<file path="config.mk">
export PLATFORM = sky130hd
export DESIGN_NAME = bus_arbiter
export DESIGN_NICKNAME = d
export VERILOG_FILES = /design/src/rtl/bus_arbiter_pkg.sv /design/src/rtl/bus_watchdog.sv /design/src/rtl/bus_arbiter.sv
export SDC_FILE = /design/constraint.sdc
export NUM_CORES = 1
export LEC_CHECK = 0
export ABC_AREA = 1
export CAP_MARGIN = 10
export CORE_ASPECT_RATIO = 1.25
export CORE_MARGIN = 1
export CORE_UTILIZATION = 30
export DETAILED_ROUTE_END_ITERATION = 12
export REMOVE_ABC_BUFFERS = 1
export SLEW_MARGIN = 20
export SYNTH_ARGS = -nofsm -noshare
export SYNTH_HDL_FRONTEND = slang
export SYNTH_SLANG_ARGS = --single-unit
</file>
<file path="constraint.sdc">
create_clock -name clk -period 1.8 [get_ports clk]
set_input_delay 0.18 -clock clk [delete_from_list [all_inputs] [get_ports clk]]
set_output_delay 0.18 -clock clk [all_outputs]
set_load 0.005 [all_outputs]
</file>
<file path="src/rtl/bus_arbiter_pkg.sv">
// Shared types and the round-robin search used by the bus arbiter.
// Supports up to MAX_MASTERS requesters.
package bus_arbiter_pkg;

    localparam int MAX_MASTERS = 16;
    localparam int IDX_W       = $clog2(MAX_MASTERS);

    typedef enum logic [1:0] {
        ST_IDLE,
        ST_GRANT,
        ST_RELEASE
    } arb_state_t;

    typedef struct packed {
        logic             found;
        logic [IDX_W-1:0] idx;
    } pick_t;

    // The search starts one past the previous owner so every requester eventually gets a turn.
    function automatic pick_t rr_pick(input logic [MAX_MASTERS-1:0] req,
                                      input int                     last,
                                      input int                     n);
        pick_t res;
        int    cand;
        res.found = 1'b0;
        res.idx   = '0;
        for (int off = 1; off <= MAX_MASTERS; off++) begin
            if (off <= n && !res.found) begin
                cand = last + off;
                if (cand >= n) begin
                    cand = cand - n;
                end
                if (req[cand[IDX_W-1:0]]) begin
                    res.found = 1'b1;
                    res.idx   = cand[IDX_W-1:0];
                end
            end
        end
        return res;
    endfunction

endpackage

</file>
<file path="src/rtl/bus_watchdog.sv">
// Per-access bus timeout: pulses once when a transfer has stalled for TIMEOUT
// consecutive cycles without an acknowledge.
module bus_watchdog
    import bus_arbiter_pkg::*;
#(
    parameter int TIMEOUT = 64
) (
    input  logic clk,
    input  logic rst,
    input  logic active,
    output logic watchdog
);

    localparam int CW = $clog2(TIMEOUT + 1);

    logic [CW-1:0] r_count;
    logic          r_pulse;

    // The counter restarts on every idle or acknowledged cycle, and again after firing.
    always_ff @(posedge clk) begin
        if (!rst) begin
            r_count <= '0;
            r_pulse <= 1'b0;
        end else if (active) begin
            if (r_count == CW'(TIMEOUT - 1)) begin
                r_count <= '0;
                r_pulse <= 1'b1;
            end else begin
                r_count <= r_count + CW'(1);
                r_pulse <= 1'b0;
            end
        end else begin
            r_count <= '0;
            r_pulse <= 1'b0;
        end
    end

    assign watchdog = r_pulse;

endmodule

</file>
<file path="src/rtl/bus_arbiter.sv">
// Round-robin system bus arbiter with a dead cycle between owners and a
// watchdog that revokes and locks out a stalled owner.
module bus_arbiter
    import bus_arbiter_pkg::*;
#(
    parameter int NUM_MASTERS = 4,
    parameter int TIMEOUT     = 64
) (
    input  logic                           clk,
    input  logic                           rst,
    input  logic [NUM_MASTERS-1:0]         bus_req,
    output logic [NUM_MASTERS-1:0]         bus_grant,
    input  logic                           rd_bus,
    input  logic                           wr_bus,
    input  logic                           fc_bus,
    output logic                           watchdog,
    output logic [$clog2(NUM_MASTERS)-1:0] owner,
    output logic                           busy
);

    localparam int OW = $clog2(NUM_MASTERS);

    arb_state_t             r_state;
    logic [NUM_MASTERS-1:0] r_grant;
    logic [OW-1:0]          r_owner;
    logic [OW-1:0]          r_lastOwner;
    logic [NUM_MASTERS-1:0] r_lockout;

    arb_state_t             w_stateNext;
    logic [NUM_MASTERS-1:0] w_grantNext;
    logic [OW-1:0]          w_ownerNext;
    logic [OW-1:0]          w_lastNext;
    logic [NUM_MASTERS-1:0] w_lockoutNext;
    logic [NUM_MASTERS-1:0] w_eligible;
    logic [MAX_MASTERS-1:0] w_reqPad;
    pick_t                  w_pick;
    logic                   w_active;

    assign w_eligible = bus_req & ~r_lockout;

    always_comb begin
        w_reqPad                = '0;
        w_reqPad[NUM_MASTERS-1:0] = w_eligible;
    end

    assign w_pick   = rr_pick(w_reqPad, int'(r_lastOwner), NUM_MASTERS);
    assign w_active = (r_state == ST_GRANT) && (rd_bus || wr_bus) && !fc_bus;

    bus_watchdog #(
        .TIMEOUT (TIMEOUT)
    ) u_watchdog (
        .clk      (clk),
        .rst      (rst),
        .active   (w_active),
        .watchdog (watchdog)
    );

    // Lockout clears whenever a request is seen low; a timeout on the owner sets it and wins.
    always_comb begin
        w_stateNext   = r_state;
        w_grantNext   = r_grant;
        w_ownerNext   = r_owner;
        w_lastNext    = r_lastOwner;
        w_lockoutNext = r_lockout & bus_req;
        case (r_state)
            ST_GRANT: begin
                if (watchdog) begin
                    w_grantNext            = '0;
                    w_lockoutNext[r_owner] = 1'b1;
                    w_stateNext            = ST_RELEASE;
                end else if (!bus_req[r_owner]) begin
                    w_grantNext = '0;
                    w_stateNext = ST_RELEASE;
                end
            end
            default: begin
                if (w_pick.found) begin
                    w_grantNext = NUM_MASTERS'(1) << w_pick.idx[OW-1:0];
                    w_ownerNext = w_pick.idx[OW-1:0];
                    w_lastNext  = w_pick.idx[OW-1:0];
                    w_stateNext = ST_GRANT;
                end else begin
                    w_grantNext = '0;
                    w_stateNext = ST_IDLE;
                end
            end
        endcase
    end

    always_ff @(posedge clk) begin
        if (!rst) begin
            r_state     <= ST_IDLE;
            r_grant     <= '0;
            r_owner     <= '0;
            r_lastOwner <= OW'(NUM_MASTERS - 1);
            r_lockout   <= '0;
        end else begin
            r_state     <= w_stateNext;
            r_grant     <= w_grantNext;
            r_owner     <= w_ownerNext;
            r_lastOwner <= w_lastNext;
            r_lockout   <= w_lockoutNext;
        end
    end

    assign bus_grant = r_grant;
    assign owner     = r_owner;
    assign busy      = |r_grant;

endmodule

</file>
After elaboration in Yosys (flattened, before gate mapping). Cells that the tools add are included.

Flip-flop bits (word level): 22. Input port bits: 9. Output and inout port bits: 8. Logic and storage cells: 83.

Add/subtract/negate cells: 9. Order comparisons: 10. Eq/ne operators: 3. Shift-type cells: 1. Muxes and demuxes: 37. Bitwise gates (word level): 7. Reductions and logical operators: 9.

Operators with widths (number): 4-bit 2-to-1 mux (13); 5-bit 2-to-1 mux (7); 4-bit by 5-bit less-than comparator with 1-bit output, second input constant (4); 1-bit binary-select mux with 4-bit select (4); 3-bit by 3-bit subtractor with 4-bit output, second input constant (3); 3-bit greater-or-equal comparator, second input constant (3); 4-bit AND (2); 1-bit 2-to-1 mux (8); 7-bit by 1-bit adder with 7-bit output, second input constant (1); 7-bit by 6-bit equality test with 1-bit output, second input constant (1); 2-bit by 2-bit adder with 3-bit output, second input constant (2); 2-bit 2-to-1 mux (3); 2-bit by 3-bit adder with 4-bit output, second input constant (1); 4-bit by 3-bit greater-or-equal comparator with 1-bit output, second input constant (1); 4-bit inverter (1); 4-bit bitwise OR (1); 2-bit AND reduction (2); 4-bit OR reduction (1); 1-bit by 2-bit << shifter with 4-bit output, first input constant (1); 4-bit by 3-bit subtractor with 4-bit output, second input constant (1); 2-bit by 1-bit adder with 3-bit output, second input constant (1); 1-bit logical AND (3); 2-bit by 3-bit less-than comparator with 1-bit output, second input constant (1); 3-bit by 2-bit != test with 1-bit output, second input constant (1); other kinds (8) (10).

Longest topological paths before layout.
Word-level depth: 24. Gate-level depth with buffers: 13. Depth with buffers taken out: 13.

By module. A second synthesis with hierarchy kept.

Cell total of the unflattened synthesis: 173. Area, all modules: 1257.5 sq um.

By module, submodules not included: bus_arbiter (instances 1, cells each 134, area each 924.6 sq um, sequential area each 280.3 sq um); bus_watchdog (instances 1, cells each 39, area each 332.8 sq um, sequential area each 160.2 sq um).

Worst setup path after synthesis. OpenSTA, ideal clock, no wires.

Kind: reg-to-reg. From: reg r_lastOwner[0]. To: reg r_owner[0] (netlist: owner[0]). Library setup time: 0.116 ns. Data arrival time: 1.656 ns. Required time: 1.684 ns. Setup slack: 0.027 ns. Cell stages (with the launch flop): 11. Path buffers: 0. Period minus slack after synthesis: 1.773 ns. Path through: dfxtp_1 inv_2 ha_1 inv_1 nand3_1 nand3_1 nand3_2 nand2_2 inv_2 o211ai_1 inv_1.

Longest elaborated chain between the ends: 12. Elaborated cells on any way between the ends: 35. Classes of those cells: add/sub: 8; order compare: 4; mux: 22; reduce/logical: 1.

RTL lines: start: declaration (line bus_arbiter.sv:26) `logic [OW-1:0] r_lastOwner;`; start signal: assignment (line bus_arbiter.sv:95) `r_lastOwner <= OW'(NUM_MASTERS - 1);`; start signal: assignment (line bus_arbiter.sv:101) `r_lastOwner <= w_lastNext;`; 2-bit by 1-bit adder with 3-bit output or 2-bit by 2-bit adder with 3-bit output (tied branches) (line bus_arbiter_pkg.sv:29) `cand = last + off;`; 3-bit by 3-bit subtractor with 4-bit output or 3-bit greater-or-equal comparator (tied branches) (line bus_arbiter_pkg.sv:31, bus_arbiter_pkg.sv:30); 4-bit 2-to-1 mux (line bus_arbiter_pkg.sv:30) `if (cand >= n) begin`; 1-bit binary-select mux with 4-bit select or 4-bit 2-to-1 mux (tied branches) (line bus_arbiter_pkg.sv:33, bus_arbiter_pkg.sv:28); 1-bit 2-to-1 mux (not written as such) or 1-bit binary-select mux with 4-bit select (tied branches) (line bus_arbiter_pkg.sv:33) `if (req[cand[IDX_W-1:0]]) begin`; 5-bit 2-to-1 mux or 1-bit 2-to-1 mux (tied branches) (line bus_arbiter_pkg.sv:33); 5-bit 2-to-1 mux (line bus_arbiter_pkg.sv:33); 5-bit 2-to-1 mux (line bus_arbiter_pkg.sv:28) `if (off <= n && !res.found) begin`; 5-bit 2-to-1 mux (line bus_arbiter_pkg.sv:33); 5-bit 2-to-1 mux (line bus_arbiter_pkg.sv:28); 5-bit 2-to-1 mux (line bus_arbiter_pkg.sv:33); 5-bit 2-to-1 mux * (line bus_arbiter_pkg.sv:28); end signal: assignment (line bus_arbiter.sv:100) `r_owner <= w_ownerNext;`; end: declaration (line bus_arbiter.sv:25) `logic [OW-1:0] r_owner;`.

Mark *: on every way between the ends. The rest lies on a longest branch, timed or not. The select of a mux whose other input is x is not followed. A chain may end at the register's enable or synchronous reset.

Final worst setup path.
From: reg r_lastOwner[1]. To: reg r_lastOwner[0].

Longest elaborated chain between the ends: 12. Elaborated cells on any way between the ends: 35. Classes of those cells: add/sub: 8; order compare: 4; mux: 22; reduce/logical: 1.

RTL lines (line): 2-bit by 1-bit adder with 3-bit output or 2-bit by 2-bit adder with 3-bit output (tied branches) (bus_arbiter_pkg.sv:29); 3-bit by 3-bit subtractor with 4-bit output or 3-bit greater-or-equal comparator (tied branches) (bus_arbiter_pkg.sv:31, bus_arbiter_pkg.sv:30); 4-bit 2-to-1 mux (bus_arbiter_pkg.sv:30); 1-bit binary-select mux with 4-bit select or 4-bit 2-to-1 mux (tied branches) (bus_arbiter_pkg.sv:33, bus_arbiter_pkg.sv:28); 1-bit 2-to-1 mux (not written as such) or 1-bit binary-select mux with 4-bit select (tied branches) (bus_arbiter_pkg.sv:33); 5-bit 2-to-1 mux or 1-bit 2-to-1 mux (tied branches) (bus_arbiter_pkg.sv:33); 5-bit 2-to-1 mux (bus_arbiter_pkg.sv:33); 5-bit 2-to-1 mux (bus_arbiter_pkg.sv:28); 5-bit 2-to-1 mux (bus_arbiter_pkg.sv:33); 5-bit 2-to-1 mux (bus_arbiter_pkg.sv:28); 5-bit 2-to-1 mux (bus_arbiter_pkg.sv:33); 5-bit 2-to-1 mux * (bus_arbiter_pkg.sv:28).

Marked as above.

==> summary.md <==
| Metric | Value |
|---|---|
| Status | complete, no violations |
| Internal power | 1.71 mW |
| Power per cell area | about 1800 mW/mm2 |
| Post-layout util | between 40% and 50% |
| Startpoint Class | flip-flop |
| Initial DRC count | 9 |
| Clock latency on the worst-skew pair | 260 ps |
| DIE HEIGHT | roughly 73 um |
| CTS max path bufs | 2 |
| Core Rows | 25 |
| Vias/cell | roughly 4.6 |
| Post-Synth Simple-Gate Area | around two fifths |
| Clock power share | between 10% and 20% |
| Max-slew violation count | 0 |
| Max layer used | met4 |
| Fmax | 0.572 GHz |
| Syn-to-layout area delta | 43.8% |
| Final nets | 215 |
| CTS Buf Count | 3 |
| Clock skew | 2.96 ps |
| Worst relative slew slack | around 77% |
| Non-Filler Instances | around 260 |
| Met2 WL post-DR | roughly 1.4 mm |
| H-tree levels | 1 |
| Slew @ Worst Pin | roughly 350 ps |
| Average wire per standard cell | just over 10 um |
| Placed cell count | between 200 and 250 |
| IO Pins | 17 |
| DRT antenna net count | 0 |
| Post-Syn Instances | between 150 and 200 |
| Initial Utilization | 31.7% |
| Clk slew on worst S/H paths | around 80 ps |
| Post-synthesis xor/xnor area fraction | less than 1% |
| Wl on met1 | approximately 1.2 mm |
| Most common cell after layout, fill and taps aside | nand2_1 |
| Gr usage total | 12.4% |
| Final setup fails | 0 |
| Most frequent cells in the layout | nand2_1 (23), inv_1 (22), nor2_1 (21), dfxtp_1 (20), nand3_1 (18) |
| Pre-antenna DRT Iters | 3 |
| CP Max Fanout | 3 |
| Adder-cell share of the synthesized area | 4.14% |
| RSZ-0062 raised after global routing | yes |
| Mean Syn Cell Area | slightly above 7 um2 |
| Total leakage power | around 0.73 nW |
| Post-DP HPWL | about 2.0 mm |
| Net Sw Frac | between 40% and 50% |
| Synth Cell Area | 0.00121 mm2 |
| Worst path required time | 1960 ps |
| CTS tree | yes |
| Initial antenna violation count | 0 |
| Flops & latches, synth | 22 |
| Hold Slack | about 440 ps |
| RePlAce Congestion | 0.773 |
| Crit end category | flip-flop |
| P_sw | between 1 and 1.5 mW |
| Die area | about 0.0043 mm2 |
| Warnings from Yosys | 0 |
| Hold_buf cts | 0 |
| Fin crit period | 1750 ps |
| CTS Sinks | 22 |
| Final total negative setup slack | 0 ps |
| Design Area, Final | around 0.0017 mm2 |
| Period Utilization, post-route | between 90% and 100% |
| Core area | ~0.0038 mm2 |
| Wire length on met3 | between 20 and 30 um |
| Final hold vios | 0 |
| Die W | roughly 59 um |
| Hold crit path type | flip-flop to flip-flop |
| Vias | approximately 1200 |
| Synth unique cells | 28 |
| Worst vdd ir | between 600 and 700 uV |
| Max-Cap Viols | 0 |
| N_diodes | 0 |
| Root buffer cell | clkbuf_8 |
| Input/output buffers | 16 |
| Vias in the first global route | 978 |
| Final WL | between 2 and 3 mm |
| Synth Area in Compound Gates | around 7.4% |
| Critical setup path kind | flip-flop to flip-flop |
| First-pass GRT wire length | around 4.1 mm |
| Sequential fraction of the synthesis area | between 30% and 40% |
| Placed cell area | about 0.0015 mm2 |
| Post-synthesis mux area share | 0% |
| Gr ovfl total | 0 |
| Main combinational cell family by area after synthesis | simple AND/OR/NAND/NOR gates |
| Logic gate share of total power | between 60% and 70% |
| Critical Path AT | between 1500 and 2000 ps |
| Layout cells sized above 1 | between 20% and 30% |
| Remaining DRCs | 0 |
| Largest net degree at the start of global routing | 14 |
| Register share of total power | 21.0% |
-- critical path, stage by stage (launching register included) --
cell and delay (ps):
dfxtp_2 340, inv_1 70, ha_4 290, inv_2 50, nand3_2 70, nand2_1 90, nor2_4 160, nand2_2 90
nand2_2 100, nor2_1 50, nand2_1 70, nand2_2 80, a21oi_2 110, o21ai_1 60
-- per-stage QoR --
step | total power [mW] | worst slack, ps
final | 3.06 | 53.3
after global placement | 2.12 | 5.99
after global routing | 3.32 | -90.7
after floorplan | 1.66 | 27.4
after detailed placement | 2.12 | -12.1
after CTS | 2.58 | 32.9
-- power groups by stage --
stage / Combinational, mW / Clock, mW / Sequential (mW)
after CTS: 1.47 / 0.471 / 0.638
final: 1.96 / 0.461 / 0.642
after floorplan: 1.00 / 0 / 0.656
after global routing: 2.18 / 0.481 / 0.656
after global placement: 1.47 / 0 / 0.649
after detailed placement: 1.47 / 0 / 0.649
-- synthesized netlist by cell type, drive strengths merged --
cell type,n,area [um2]
nor3b,2,15.0
nand3,27,165
nand3b,1,7.51
o211ai,2,15.0
o21ai,2,10.0
nor2,25,113
ha,4,50.1
or2,1,6.26
nor4,1,6.26
or4,1,7.51
a32oi,2,17.5
o21a,1,7.51
nand2,34,158
nor3,1,5.00
dfxtp,22,440
xor2,1,8.76
a21oi,8,40.0
clkbuf,1,3.75
inv,29,109
nand4,3,25.0
-- what timing repair did --
item / CTS / global route
endpoints found under the setup margin: 0 / 8
setup buffers: 0 / 4
resized for setup: 0 / 31
-- layer usage --
| layer | up-vias | track usage (%) |
|---|---|---|
| li1 | 613 | - |
| met1 | 544 | 15.7 |
| met2 | 8 | 21.1 |
| met3 | 4 | 1.06 |
| met4 | 0 | 5.56 |
| met5 | - | 0 |
-- sequential cells by signal (all words and copies together), names as in the netlist --
name and flops:
bus_grant 4, r_lastOwner 2, r_state 2, r_lockout 4, owner 2, u_watchdog.r_count 7
u_watchdog.watchdog 1
-- final timing paths --
kind | start | endpoint | slack, ps | depth (start not counted)
worst min-delay path | u_watchdog.r_count[6] | u_watchdog.r_count[6] | 440 | 2
worst min register to register | u_watchdog.r_count[6] | u_watchdog.r_count[6] | 440 | 2
worst max register to register | r_lastOwner[1] | r_lastOwner[0] | 50 | 13
worst max-delay path | r_lastOwner[1] | r_lastOwner[0] | 50 | 13
-- cell families (layout without fill, tap and decap cells) --
group,Yosys count,count (layout)
AND/OR/NAND/NOR,96,96
AO/OA/AOI/OAI,15,15
XOR/XNOR,1,1
adder cells (fa/ha/maj),4,4
flip-flops,22,22
buffers and inverters,30,63
-- area by class of cell --
cell class / instances / area, um2
clock inverters: 1 / 30.0
inverters: 29 / 111
well taps: 54 / 67.6
clock buffers: 3 / 41.3
repair buffers: 30 / 273
flip-flops and latches: 22 / 443
multi-input cells: 116 / 774
fillers: 391 / 2080
Note: power is estimated with default switching activity, not from simulation.
